<file path="src/rtl/thr_intr_lat_mon.sv">
// Per-core thread interrupt latency monitor: checks that nukes reach DEAD and
// resumes leave DEAD within a runtime timeout, and tracks worst nuke latency.
module thr_intr_lat_mon #(
    parameter int            NTHR       = 4,
    parameter int            TIDW       = 2,
    parameter int            SW         = 5,
    parameter logic [SW-1:0] DEAD_ST    = '0,
    parameter int            CNTW       = 12,
    parameter bit            RESUME_CHK = 1'b1
) (
    input  logic               clk,
    input  logic               rst_l,
    input  logic               enable,
    input  logic [CNTW-1:0]    max_wait,
    input  logic               nukeint,
    input  logic               resumint,
    input  logic               rstint,
    input  logic [NTHR-1:0]    rstthr,
    input  logic [NTHR*SW-1:0] thr_state,
    output logic               err_vld,
    output logic [TIDW-1:0]    err_thr,
    output logic               err_type,
    output logic [NTHR-1:0]    err_sticky,
    output logic [7:0]         err_cnt,
    output logic [NTHR-1:0]    pend,
    output logic [CNTW-1:0]    max_lat
);

    typedef enum logic [1:0] {
        ST_IDLE,
        ST_WAIT_DEAD,
        ST_WAIT_LIVE
    } state_t;

    state_t          st_q  [NTHR];
    state_t          st_d  [NTHR];
    logic [CNTW-1:0] cnt_q [NTHR];
    logic [CNTW-1:0] cnt_d [NTHR];
    logic [CNTW-1:0] inc   [NTHR];

    logic [NTHR-1:0] tgt;
    logic [NTHR-1:0] dead;
    logic [NTHR-1:0] tmo;
    logic [NTHR-1:0] fail;
    logic [NTHR-1:0] ftype;
    logic [NTHR-1:0] hit;

    logic [CNTW-1:0] lat_d;
    logic [7:0]      nfail;
    logic [8:0]      ecnt_sum;
    logic [7:0]      ecnt_d;
    logic [TIDW-1:0] fthr;
    logic            ftyp;
    logic            found;

    // Lowest set bit of rstthr is the only thread a strobe can address.
    assign tgt = rstthr & (~rstthr + NTHR'(1));

    always_comb begin
        for (int i = 0; i < NTHR; i++) begin
            st_d[i]  = st_q[i];
            cnt_d[i] = cnt_q[i];
            fail[i]  = 1'b0;
            ftype[i] = 1'b0;
            hit[i]   = 1'b0;
            dead[i]  = (thr_state[i*SW +: SW] == DEAD_ST);
            // inc is also the elapsed cycle count since the strobe edge
            inc[i]   = (&cnt_q[i]) ? cnt_q[i] : cnt_q[i] + 1'b1;
            tmo[i]   = (max_wait != '0) && (inc[i] == max_wait);

            case (st_q[i])
                ST_WAIT_DEAD: begin
                    if (dead[i]) begin
                        st_d[i] = ST_IDLE;
                        hit[i]  = 1'b1;
                    end else if (tmo[i]) begin
                        st_d[i] = ST_IDLE;
                        fail[i] = 1'b1;
                    end else begin
                        cnt_d[i] = inc[i];
                    end
                end
                ST_WAIT_LIVE: begin
                    if (!dead[i]) begin
                        st_d[i] = ST_IDLE;
                    end else if (tmo[i]) begin
                        st_d[i]  = ST_IDLE;
                        fail[i]  = 1'b1;
                        ftype[i] = 1'b1;
                    end else begin
                        cnt_d[i] = inc[i];
                    end
                end
                ST_IDLE: ;
                default: st_d[i] = ST_IDLE;
            endcase

            // Strobes override wait evaluation and cancel a pending error.
            if (tgt[i]) begin
                if (rstint) begin
                    st_d[i]  = ST_IDLE;
                    cnt_d[i] = '0;
                    fail[i]  = 1'b0;
                end else if (resumint) begin
                    st_d[i]  = (RESUME_CHK && dead[i]) ? ST_WAIT_LIVE : ST_IDLE;
                    cnt_d[i] = '0;
                    fail[i]  = 1'b0;
                end else if (nukeint && st_q[i] != ST_WAIT_DEAD) begin
                    st_d[i]  = ST_WAIT_DEAD;
                    cnt_d[i] = '0;
                    fail[i]  = 1'b0;
                end
            end
        end

        lat_d = max_lat;
        nfail = '0;
        fthr  = '0;
        ftyp  = 1'b0;
        found = 1'b0;
        for (int i = 0; i < NTHR; i++) begin
            if (hit[i] && inc[i] > lat_d) lat_d = inc[i];
            if (fail[i]) begin
                nfail = nfail + 8'd1;
                if (!found) begin
                    found = 1'b1;
                    fthr  = TIDW'(i);
                    ftyp  = ftype[i];
                end
            end
        end
        ecnt_sum = {1'b0, err_cnt} + {1'b0, nfail};
        ecnt_d   = ecnt_sum[8] ? 8'hFF : ecnt_sum[7:0];
    end

    always_ff @(posedge clk or negedge rst_l) begin
        if (!rst_l) begin
            for (int i = 0; i < NTHR; i++) begin
                st_q[i]  <= ST_IDLE;
                cnt_q[i] <= '0;
            end
            err_vld    <= 1'b0;
            err_thr    <= '0;
            err_type   <= 1'b0;
            err_sticky <= '0;
            err_cnt    <= '0;
            max_lat    <= '0;
        end else begin
            for (int i = 0; i < NTHR; i++) begin
                st_q[i]  <= st_d[i];
                cnt_q[i] <= cnt_d[i];
            end
            max_lat <= lat_d;
            err_vld <= enable && (|fail);
            if (enable && (|fail)) begin
                err_thr    <= fthr;
                err_type   <= ftyp;
                err_sticky <= err_sticky | fail;
                err_cnt    <= ecnt_d;
            end
        end
    end

    always_comb begin
        pend = '0;
        for (int i = 0; i < NTHR; i++) pend[i] = (st_q[i] != ST_IDLE);
    end

endmodule

</file>
<file path="config.mk">
export PLATFORM = sky130hd
export DESIGN_NAME = thr_intr_lat_mon
export DESIGN_NICKNAME = d
export VERILOG_FILES = /design/src/rtl/thr_intr_lat_mon.sv
export SDC_FILE = /design/constraint.sdc
export NUM_CORES = 1
export LEC_CHECK = 0
export BUFFER_PORTS_ARGS = -buffer_cell sky130_fd_sc_hd__buf_2
export CAP_MARGIN = 20
export CORE_MARGIN = 5
export CORE_UTILIZATION = 30
export CTS_CLUSTER_DIAMETER = 30
export DETAILED_ROUTE_END_ITERATION = 10
export SYNTH_ARGS = -nofsm -noshare
export SYNTH_HDL_FRONTEND = slang
export SYNTH_SLANG_ARGS = --single-unit
</file>
<file path="constraint.sdc">
create_clock -name clk -period 16.95 [get_ports clk]
set_input_delay 2.5425 -clock clk [delete_from_list [all_inputs] [get_ports clk]]
set_output_delay 2.5425 -clock clk [all_outputs]
set_load 0.02 [all_outputs]
</file>
# Word level (Yosys, flattened, before mapping)
# Index checks and enable logic that the tools add are counted.
word_totals:
  ff_bits: 84
  inputBits: 42
  wordCells: 218
classes:
  n_addsub: 9
  order_cmp: 4
  eq_ne: 16
  mux: 141
  n_bitwise: 3
  n_reduce_logical: 31
op_table:
  columns: ["op", "count"]
  rows:
  - ["$mux W12", 36]
  - ["$pmux W12 S2", 4]
  - ["$mux W2", 36]
  - ["$mux W1", 53]
  - ["$add A12 B1 Y12 const B", 4]
  - ["$eq A12 B12 Y1", 4]
  - ["$gt A12 B12 Y1", 4]
  - ["$reduce_and A12 Y1", 4]
  - ["$mux W8", 4]
  - ["$add A8 B1 Y8 const B", 3]
  - ["$pmux W2 S3", 4]
  - ["$logic_not A5 Y1", 4]
  - ["$logic_and A1 B1 Y1", 13]
  - ["$reduce_bool A12 Y1", 1]
  - ["$add A8 B8 Y9", 1]
  - ["$eq A2 B1 Y1 const B", 4]
  - ["$eq A2 B2 Y1 const B", 4]
  - ["$logic_not A2 Y1", 4]
  - ["$ne A2 B1 Y1 const B", 4]
  - ["$pmux W1 S2", 4]
  - ["$reduce_bool A2 Y1", 4]
  - ["$add A4 B1 Y4 const B", 1]
  - ["$and A4 B4 Y4", 1]
  - ["$not A4 Y4", 1]
  - ["other kinds (2)", 2]

# Longest topological paths before layout
# Gate-level depths: netlist of run 1.
depth:
  ltp_word: 20
  ltp_mapped: 47
  mapped_depth_nobuf: 43

# Worst setup path after synthesis of run 1
# Ideal clock, no wire load.
synth_path:
  path_kind: "input to register"
  startpoint: "in thr_state[0]"
  endpoint: "reg max_lat[10]"
  setup_time_ns: 0.087
  t_arrival_ns: 10.378
  t_required_ns: 16.863
  slack_ns: 6.484
  path_stages: 34
  n_path_buf: 5
  cell_sequence: "or4_1 -> or3b_1 -> a41o_1 -> a31oi_4 -> clkbuf_1 -> clkbuf_1 -> a21oi_1 -> ha_1 -> and4_1 -> nand2_1 -> nor2_1 -> mux2i_1 -> or4_4 -> a211o_1 -> buf_1 -> mux2i_1 -> inv_1 -> ha_1 -> a21o_1 -> a21o_1 -> a211oi_1 -> a31oi_1 -> o21ai_1 -> buf_2 -> o21ai_2 -> a21boi_1 -> ha_1 -> nand4_1 -> or2_2 -> o21ai_0 -> o221a_2 -> clkbuf_1 -> a31oi_1 -> a22oi_1"
synth_between:
  elab_chain_cells: 14
synth_lines:
  columns: ["element", "line", "text"]
  rows:
  - ["start, declared", "19", "input logic [NTHR*SW-1:0] thr_state,"]
  - ["$logic_not A5 Y1 *", "66", "dead[i] = (thr_state[i*SW +: SW] == DEAD_ST);"]
  - ["$mux W1 *", "73", "if (dead[i]) begin"]
  - ["$mux W1 *", "71", "case (st_q[i])"]
  - ["$logic_and A1 B1 Y1 *", "122", "if (hit[i] && inc[i] > lat_d) lat_d = inc[i];"]
  - ["$mux W12 *", "122", null]
  - ["$gt A12 B12 Y1", "122", null]
  - ["$logic_and A1 B1 Y1", "122", null]
  - ["$mux W12 *", "122", null]
  - ["$gt A12 B12 Y1", "122", null]
  - ["$logic_and A1 B1 Y1", "122", null]
  - ["$mux W12 *", "122", null]
  - ["$gt A12 B12 Y1", "122", null]
  - ["$logic_and A1 B1 Y1", "122", null]
  - ["$mux W12 *", "122", null]
  - ["via lat_d[10]", "48", "logic [CNTW-1:0] lat_d;"]
  - ["end signal, assigned", "153", "max_lat <= lat_d;"]
  - ["end, declared", "26", "output logic [CNTW-1:0] max_lat"]
# The timed path passes the listed nets; every way through them passes the cells marked *.
# A chain may end at the register's enable or synchronous reset.

# Worst setup path in the final report of run 1
layout_path:
  startpoint: "in thr_state[0]"
  endpoint: "reg max_lat[8]"
# Same word-level chain as after synthesis.

==> run metrics, run 1 <==
clock sink count=between 80 and 90; pre-CTS WS=between 5000 and 6000 ps; vias in the first global route=7,566; I/O pin total=74; Worst Hold Class=flop to flop; Final GP Congestion=0.943; Die Wd=around 180 um; Num CTS Buffers=9; worst r2r src=cnt_q[36]; Max-Cap Viols=0; crit path launch type=input port; CP max-delay cell=o221ai_1; first-pass GRT wire length=roughly 42,000 um; Syn Inst Count=1,085; Port-buffer cells=73; VDD IR-drop max=~0.047 mV; post-route insts no fill=1,507; unrepaired setup endpoints after global routing=false; Max clock buf depth=2; largest family of logic cells by synthesized area=compound AO/OA/AOI/OAI gates; Final WS setup=about 5600 ps; GR Util All Layers=~17%; Top FF cell, synth=dfrtp_1; Mapped Area=~8300 sq um; DR pass1 iterations=5; final WL=26,800 um; type of destination of the critical path=flop; Post-Route Utilization=between 30% and 40%; CP arrival=11,630 ps; Synth area leaders=dfrtp_1, ha_1, o21ai_0; Register-to-Register Path Depth=39; CTS resizes=0; total number of yosys warnings=0; register area share after synthesis=roughly a quarter; drt drc=0; EDFF count, synth=0; vias per cell=5.41; status=completed; Yosys top cell area share=approximately 25%; max-slew violations=0; clock latency on the worst-skew pair=~370 ps; Critical R2R Capture=max_lat[8]; Wirelength per Cell=between 15 and 20 um; Final setup viols=0; Die ar.=31,200 sq um; crit path kind=input port to flop; Post-Synth XOR/XNOR Area=around 7.2%; Mean Syn Cell Area=between 7 and 8 sq um; Least-Margin Pin Slew=approximately 1100 ps; initial core utilization=30.2%; detailed placer's ending HPWL=approximately 21,000 um; via count=8,160; most common cell after layout, fill and taps aside=o21ai_0; Final TNS setup=0 ps; post-synthesis mux area share=~4.7%; largest net degree at the start of global routing=~50; Cell Rows=61; Distinct cells, synth=a little over 70; count of final hold-check violations=0; nets=between 1,000 and 1,500; async set-reset flop share out of synthesis=between 90% and 100%; Fmax=87.9 MHz; core area=between 20,000 and 30,000 sq um; worst clock skew=approximately 18 ps; Slew headroom=28.7%; post-synthesis adder-cell area fraction=11.3%; antenna cells=0; Die H=177 um; syn nets=1,202; Pwr Density=59.4 nW/um^2; WP data required=about 17,000 ps; Area Overhead vs Synth=11.9%; Setup Buffers After CTS=0; reg-to-reg slack, setup=roughly 6500 ps; post-synthesis compound-gate area fraction=between 20% and 30%; TritonCTS clock tree=built; root buf cell=clkbuf_16; drt initial violations=670; DRT antenna net count=0; critical path peak fanout=23; antenna violations before repair=0; clk slew on worst S/H paths=around 90 ps; H-tree depth=3; Fill cells=about 3,000; most frequent cells in the layout=o21ai_0, nor2_1, a21oi_1; Inst Count DP=1,490; share of cells above drive strength 1=11.2%; Synth area leader=dfrtp_1; Pwr Total=between 500 and 600 uW; Synth Area in Simple Gates=between 20% and 30%; Hold Crit Endpoint=err_sticky[0]; min cycle time layout=11,370 ps; hold path depth=1; slowest stage delay, CP=810 ps; FF+latch count, synth=84; Leakage=4.49 nW; GR Overflow Total=0; cts hold-fix bufs=0; fin crit share=roughly two thirds; hold_sp=err_sticky[0]
==> Yosys cell counts (4+ instances only) <==
| cell type | instances |
|---|---|
| nand2b_1 | 16 |
| ha_1 | 74 |
| nor3_1 | 13 |
| and2_1 | 6 |
| a22oi_1 | 28 |
| o31ai_1 | 11 |
| nor2b_1 | 14 |
| o22ai_1 | 6 |
| or2_2 | 4 |
| dfrtp_1 | 84 |
| o21ai_0 | 109 |
| buf_1 | 7 |
| o21a_1 | 11 |
| a21boi_0 | 4 |
| a31oi_1 | 11 |
| nor2_1 | 106 |
| or4_1 | 9 |
| a21oi_1 | 92 |
| nor4_1 | 11 |
| and3_1 | 11 |
| a21o_1 | 23 |
| o21ai_1 | 6 |
| nand3_1 | 42 |
| clkbuf_1 | 41 |
| mux2_2 | 15 |
| mux2i_1 | 21 |
| and4_1 | 6 |
| xor2_1 | 22 |
| xnor2_1 | 47 |
| nand4_1 | 24 |
| inv_1 | 81 |
| nand2_1 | 72 |
==> final cells by class <==
cell class	count	area, sq um	share of cell area, %
tap	378	473	5.07
multi-input combinational	868	5730	61.4
clock buffer	9	225	2.41
sequential	84	2100	22.5
timing repair buffer	80	420	4.50
inverter	81	304	3.26
clock inverter	7	76.3	0.818
==> worst max-delay path, delay by kind of cell <==
family | cells | cell delay [ps]
compound gates | 14 | 4260
fa+ha+maj | 3 | 910
buf+inv | 2 | 160
mux | 3 | 660
simple gates | 11 | 3100
==> power breakdown <==
| group | leakage [nW] | internal, mW | switching, mW |
|---|---|---|---|
| combinational | 3.22 | 0.0392 | 0.0928 |
| clock | 0.150 | 0.106 | 0.104 |
| sequential | 1.12 | 0.206 | 0.00744 |
==> per-stage QoR <==
stage / hold slack (ps) / instance area [sq um]
2_1_floorplan: 504 / 8340
3_3_place_gp: 437 / 9020
3_5_place_dp: 443 / 9020
4_1_cts: 466 / 9330
5_1_grt: 484 / 9330
6_report: 462 / 9330
==> sequential cells by signal, indices dropped and copies added, names as in the netlist <==
register	flops
err_thr	2
st_q	8
err_sticky	4
max_lat	12
err_cnt	8
err_type	1
cnt_q	48
err_vld	1
==> layer usage <==
layer / vias to the layer above / share of wire (%) / wire [um] / global-route usage [%]
met5: - / 0 / 0 / 0
met4: 0 / 1.5 / 402 / 3.71
met3: 24 / 6.6 / 1760 / 2.78
met2: 289 / 46 / 12200 / 27.4
met1: 3904 / 46 / 12400 / 23.7
li1: 3943 / - / - / -
==> logic make-up after synthesis <==
kind of cell | after synthesis
compound gates | 334
xor+xnor | 69
fa+ha+maj | 75
buf+inv | 133
flops | 84
mux | 37
other cells | 1
simple gates | 352
==> how the worst max path moves through the flow <==
| stage | from | end | slack (ps) | cells after the start |
|---|---|---|---|---|
| finish | thr_state[0] | max_lat[8] | 5580 | 33 |
| global route | thr_state[0] | max_lat[8] | 4900 | 33 |
| CTS | thr_state[0] | max_lat[8] | 5520 | 32 |
| detailed placement | thr_state[0] | max_lat[0] | 5090 | 32 |
| global placement | thr_state[0] | max_lat[0] | 5360 | 31 |
| floorplan | thr_state[0] | max_lat[10] | 6480 | 34 |
Note: power is estimated with default switching activity, not from simulation.
==> inputs of run 2 (changes only) <==
clock period = 9.3 ns   (was 16.95 ns; I/O delays follow)
==> run metrics, run 2 (synthesis gave the netlist of run 1 again) <==
status=completed; vias per cell=between 5 and 6; Largest Register=cnt_q; max reg flops=between 40 and 50; post-route insts no fill=~1,500; H-tree depth=3; TritonCTS clock tree=built; DR pass1 iterations=8; CP max-delay cell=or4_1; Worst Hold Class=flop to flop; most common cell after layout, fill and taps aside=o21ai_0; Wirelength per Cell=18.0 um; Post-Route Utilization=between 30% and 40%; initial core utilization=between 30% and 40%; clk slew on worst S/H paths=80 ps; type of destination of the critical path=flop; CP arrival=roughly 8900 ps; antenna cells=0; vias in the first global route=7,790; min cycle time layout=around 8700 ps; largest net degree at the start of global routing=51; Multi-input gate area=5800 sq um; GR Util All Layers=17.4%; WP data required=between 9000 and 10,000 ps; Max clock buf depth=2; Slew headroom=30.9%; clock sink count=84; DRT antenna net count=0; Least-Margin Pin Slew=1020 ps; Largest regs=cnt_q: 48 flops, max_lat: 12 flops; Fmax=about 110 MHz; crit path launch type=input port; critical path peak fanout=14; antenna violations before repair=0; Leakage=4.61 nW; cts hold-fix bufs=0; nets=roughly 1,300; via count=between 8,000 and 9,000; Port-buffer cells=73; Max-Cap Viols=0; max-slew violations=0; crit path kind=input port to flop; Inst Count DP=1,508; Pwr Density=109 nW/um^2; Die Wd=177 um; count of final hold-check violations=0; most frequent cells in the layout=o21ai_0, nor2_1, a21oi_1; Fill cells=just under 3,000; share of cells above drive strength 1=roughly 14%; worst clock skew=15.3 ps; Pwr Total=1.05 mW; VDD IR-drop max=roughly 0.086 mV; Cell Rows=61; Num CTS Buffers=9; drt drc=0; I/O pin total=74; core area=approximately 28,000 sq um; Die ar.=31,200 sq um; Final TNS setup=0 ps; Final GP Congestion=between 0.9 and 1; Register Area=2100 sq um; Die H=approximately 180 um; first-pass GRT wire length=43,500 um; Area Overhead vs Synth=14.9%; detailed placer's ending HPWL=between 20,000 and 25,000 um; slowest stage delay, CP=about 570 ps; drt initial violations=~740; fin crit share=roughly 94%; Final setup viols=0; GR Overflow Total=0; root buf cell=clkbuf_16; final WL=27,500 um; clock latency on the worst-skew pair=between 300 and 400 ps
[run 2: cell count changes in the layout (fill, tap and decap cells not counted), sizes merged]
| cell | change |
|---|---|
| buf | +20 |
| inv | -3 |
| bufinv | +2 |
| a31oi | +1 |
| clkinv | +1 |
[run 2: path summary, 6_finish.rpt]
check                           cells after the start           from            end  slack, ps
worst min-delay path                                1  err_sticky[1]  err_sticky[1]        460
worst max register to register                     41      cnt_q[36]    max_lat[11]        620
worst min register to register                      1  err_sticky[1]  err_sticky[1]        460
max in group asynchronous                           2          rst_l        err_vld       7200
worst max-delay path                               36   thr_state[0]    max_lat[11]        580
min in group asynchronous                           1          rst_l       cnt_q[1]       1010
[run 2: worst max-delay path, delay by kind of cell]
kind	cells	cell delay (ps)
compound gates	17	3530
simple gates	10	2250
mux	2	380
fa+ha+maj	3	750
buf+inv	4	610
[run 2: repair_timing]
action                     4_1_cts  5_1_grt
setup endpoints to repair        0       12
gates resized for setup          0       16
setup buffers                    0        2
[run 2: layout make-up]
type	count	area share, %
timing repair buffer	100	5.95
tap	378	4.94
clock inverter	7	1.11
inverter	81	3.17
sequential	84	22.0
multi-input combinational	869	60.5
clock buffer	9	2.35
[run 2: where the power goes]
group / internal (mW) / switching [mW]
sequential: 0.375 / 0.0137
clock: 0.241 / 0.175
combinational: 0.0732 / 0.169
[run 2: layer usage]
metal | global-route usage, % | up-vias | wire [um]
li1 | - | 3998 | -
met1 | 24.4 | 3996 | 12900
met2 | 27.5 | 271 | 12600
met3 | 3.03 | 33 | 1550
met4 | 4.80 | 0 | 462
met5 | 0 | - | 0
[run 2: stage by stage]
stage                     instance area (sq um)  hold WS (ps)  setup slack, ps
after floorplan                            8340           504              112
after global placement                     9160           437              187
after detailed placement                   9160           448             80.3
after CTS                                  9500           468              307
after global routing                       9580           477            -23.1
final                                      9580           460              575
==> inputs of run 3 (changes only) <==
==> constraint.sdc (replaced) <==
create_clock -name clk -period 9.3 [get_ports clk]
set_input_delay 0.465 -clock clk [delete_from_list [all_inputs] [get_ports clk]]
set_output_delay 0.465 -clock clk [all_outputs]
set_load 0.02 [all_outputs]
==> run metrics, run 3 (synthesis gave the netlist of run 1 again) <==
Fmax=~110 MHz; clock latency on the worst-skew pair=370 ps; status=completed; reg-to-reg slack, setup=between 500 and 600 ps; first-pass GRT wire length=43,300 um; cts hold-fix bufs=0; clock sink count=84; I/O pin total=74; Die ar.=around 31,000 sq um; Final GP Congestion=between 0.9 and 1; slowest stage delay, CP=570 ps; Wirelength per Cell=around 18 um; GR Util All Layers=about 17%; Largest regs=cnt_q: 48 flops, max_lat: 12 flops; WP data required=9520 ps; fin crit share=a little over nine tenths; CP arrival=about 9000 ps; nets=1,258; Inst Count DP=between 1,500 and 2,000; Die H=about 180 um; min cycle time layout=just under 9000 ps; GR Overflow Total=0; count of final hold-check violations=0; vias per cell=5.44; crit path kind=flop to flop; H-tree depth=3; share of cells above drive strength 1=between 10% and 20%; type of destination of the critical path=flop; Worst Hold Class=input port to async pin; largest net degree at the start of global routing=46; Max-Cap Viols=0; detailed placer's ending HPWL=21,200 um; DRT antenna net count=0; core area=about 28,000 sq um; Fill cells=between 2,000 and 3,000; Area Overhead vs Synth=14.5%; Leakage=4.58 nW; TritonCTS clock tree=built; fin area=9540 sq um; most common cell after layout, fill and taps aside=o21ai_0; antenna cells=0; Port-buffer cells=between 70 and 80; Max clock buf depth=2; Final setup viols=0; Num CTS Buffers=9; initial core utilization=between 30% and 40%; max-slew violations=0; antenna violations before repair=0; VDD IR-drop max=0.0846 mV; clk slew on worst S/H paths=~70 ps; critical path peak fanout=14; Cell Rows=61; Cell Area, Placed=~9100 sq um; Pwr Density=between 100 and 150 nW/um^2; via count=8,298; root buf cell=clkbuf_16; drt drc=0; CP max-delay cell=or4_4; drt initial violations=about 800; Slew headroom=28.3%; Least-Margin Pin Slew=around 1100 ps; final WL=27,100 um; crit path launch type=flop; post-route insts no fill=roughly 1,500; vias in the first global route=between 7,000 and 8,000; most frequent cells in the layout=o21ai_0, nor2_1, a21oi_1; DR pass1 iterations=6; worst clock skew=18.0 ps; Die Wd=177 um; max reg flops=48; Largest Register=cnt_q
run 3: changes by cell type in the layout (fill, tap and decap cells not counted), moves of 2 or more:
cell | before | now
inv_8 | 1 | 3
bufinv_16 | 2 | 0
buf_4 | 28 | 23
mux2i_2 | 0 | 2
mux2i_1 | 21 | 19
run 3: timing repair:
item | CTS | global route
setup buffers | 0 | 3
gates resized for setup | 0 | 20
endpoints found under the setup margin | 0 | 12
run 3: worst max-delay path, delay by kind of cell (launching register included):
kind	cells	cell delay, ps
DFF	1	440
muxes	2	400
xor gates and xnor gates	1	270
buffers and inverters	5	810
and+or+nand+nor	14	2370
adders and majority gates	4	1040
AOI/OAI and AO/OA	18	3290
run 3: final cells by class:
class | count | area (sq um) | share of cell area [%]
clock buffer | 9 | 225 | 2.36
inverter | 81 | 304 | 3.19
multi-input combinational | 868 | 5800 | 60.7
tap | 378 | 473 | 4.96
timing repair buffer | 97 | 564 | 5.91
sequential | 84 | 2100 | 22.1
clock inverter | 7 | 76.3 | 0.800
run 3: routing by layer:
layer  wire length (um)  part of all wire [%]  GRT usage, %
met5                  0                     0             0
met4                772                   2.9          5.87
met3               2070                   7.7          3.89
met2              12100                    45          27.1
met1              12200                    45          23.7
run 3: power breakdown:
| part | internal [mW] | switching (mW) | total, mW |
|---|---|---|---|
| Clock | 0.191 | 0.180 | 0.371 |
| Sequential | 0.375 | 0.0135 | 0.388 |
| Combinational | 0.0723 | 0.166 | 0.238 |
| Total | 0.638 | 0.359 | 0.997 |
run 3: final timing paths:
kind	startpoint	endpoint	cells after the start
max in group asynchronous	rst_l	st_q[5]	2
min in group clk	rstint	st_q[1]	2
max	cnt_q[38]	max_lat[10]	44
max reg2reg	cnt_q[38]	max_lat[10]	44
min reg2reg	err_sticky[0]	err_sticky[0]	1
min	rst_l	cnt_q[3]	1
run 3: stage by stage:
step	worst slack (ps)	setup TNS [ps]	power, mW	util [%]	hold slack (ps)
finish	520	0	0.997	34.5	98.9
detailed placement	151	0	0.635	33.0	443
floorplan	313	0	0.552	-	169
global route	-43.5	-66.8	1.06	34.5	151
global placement	203	0	0.631	33.0	435
CTS	79.8	0	1.01	34.1	108
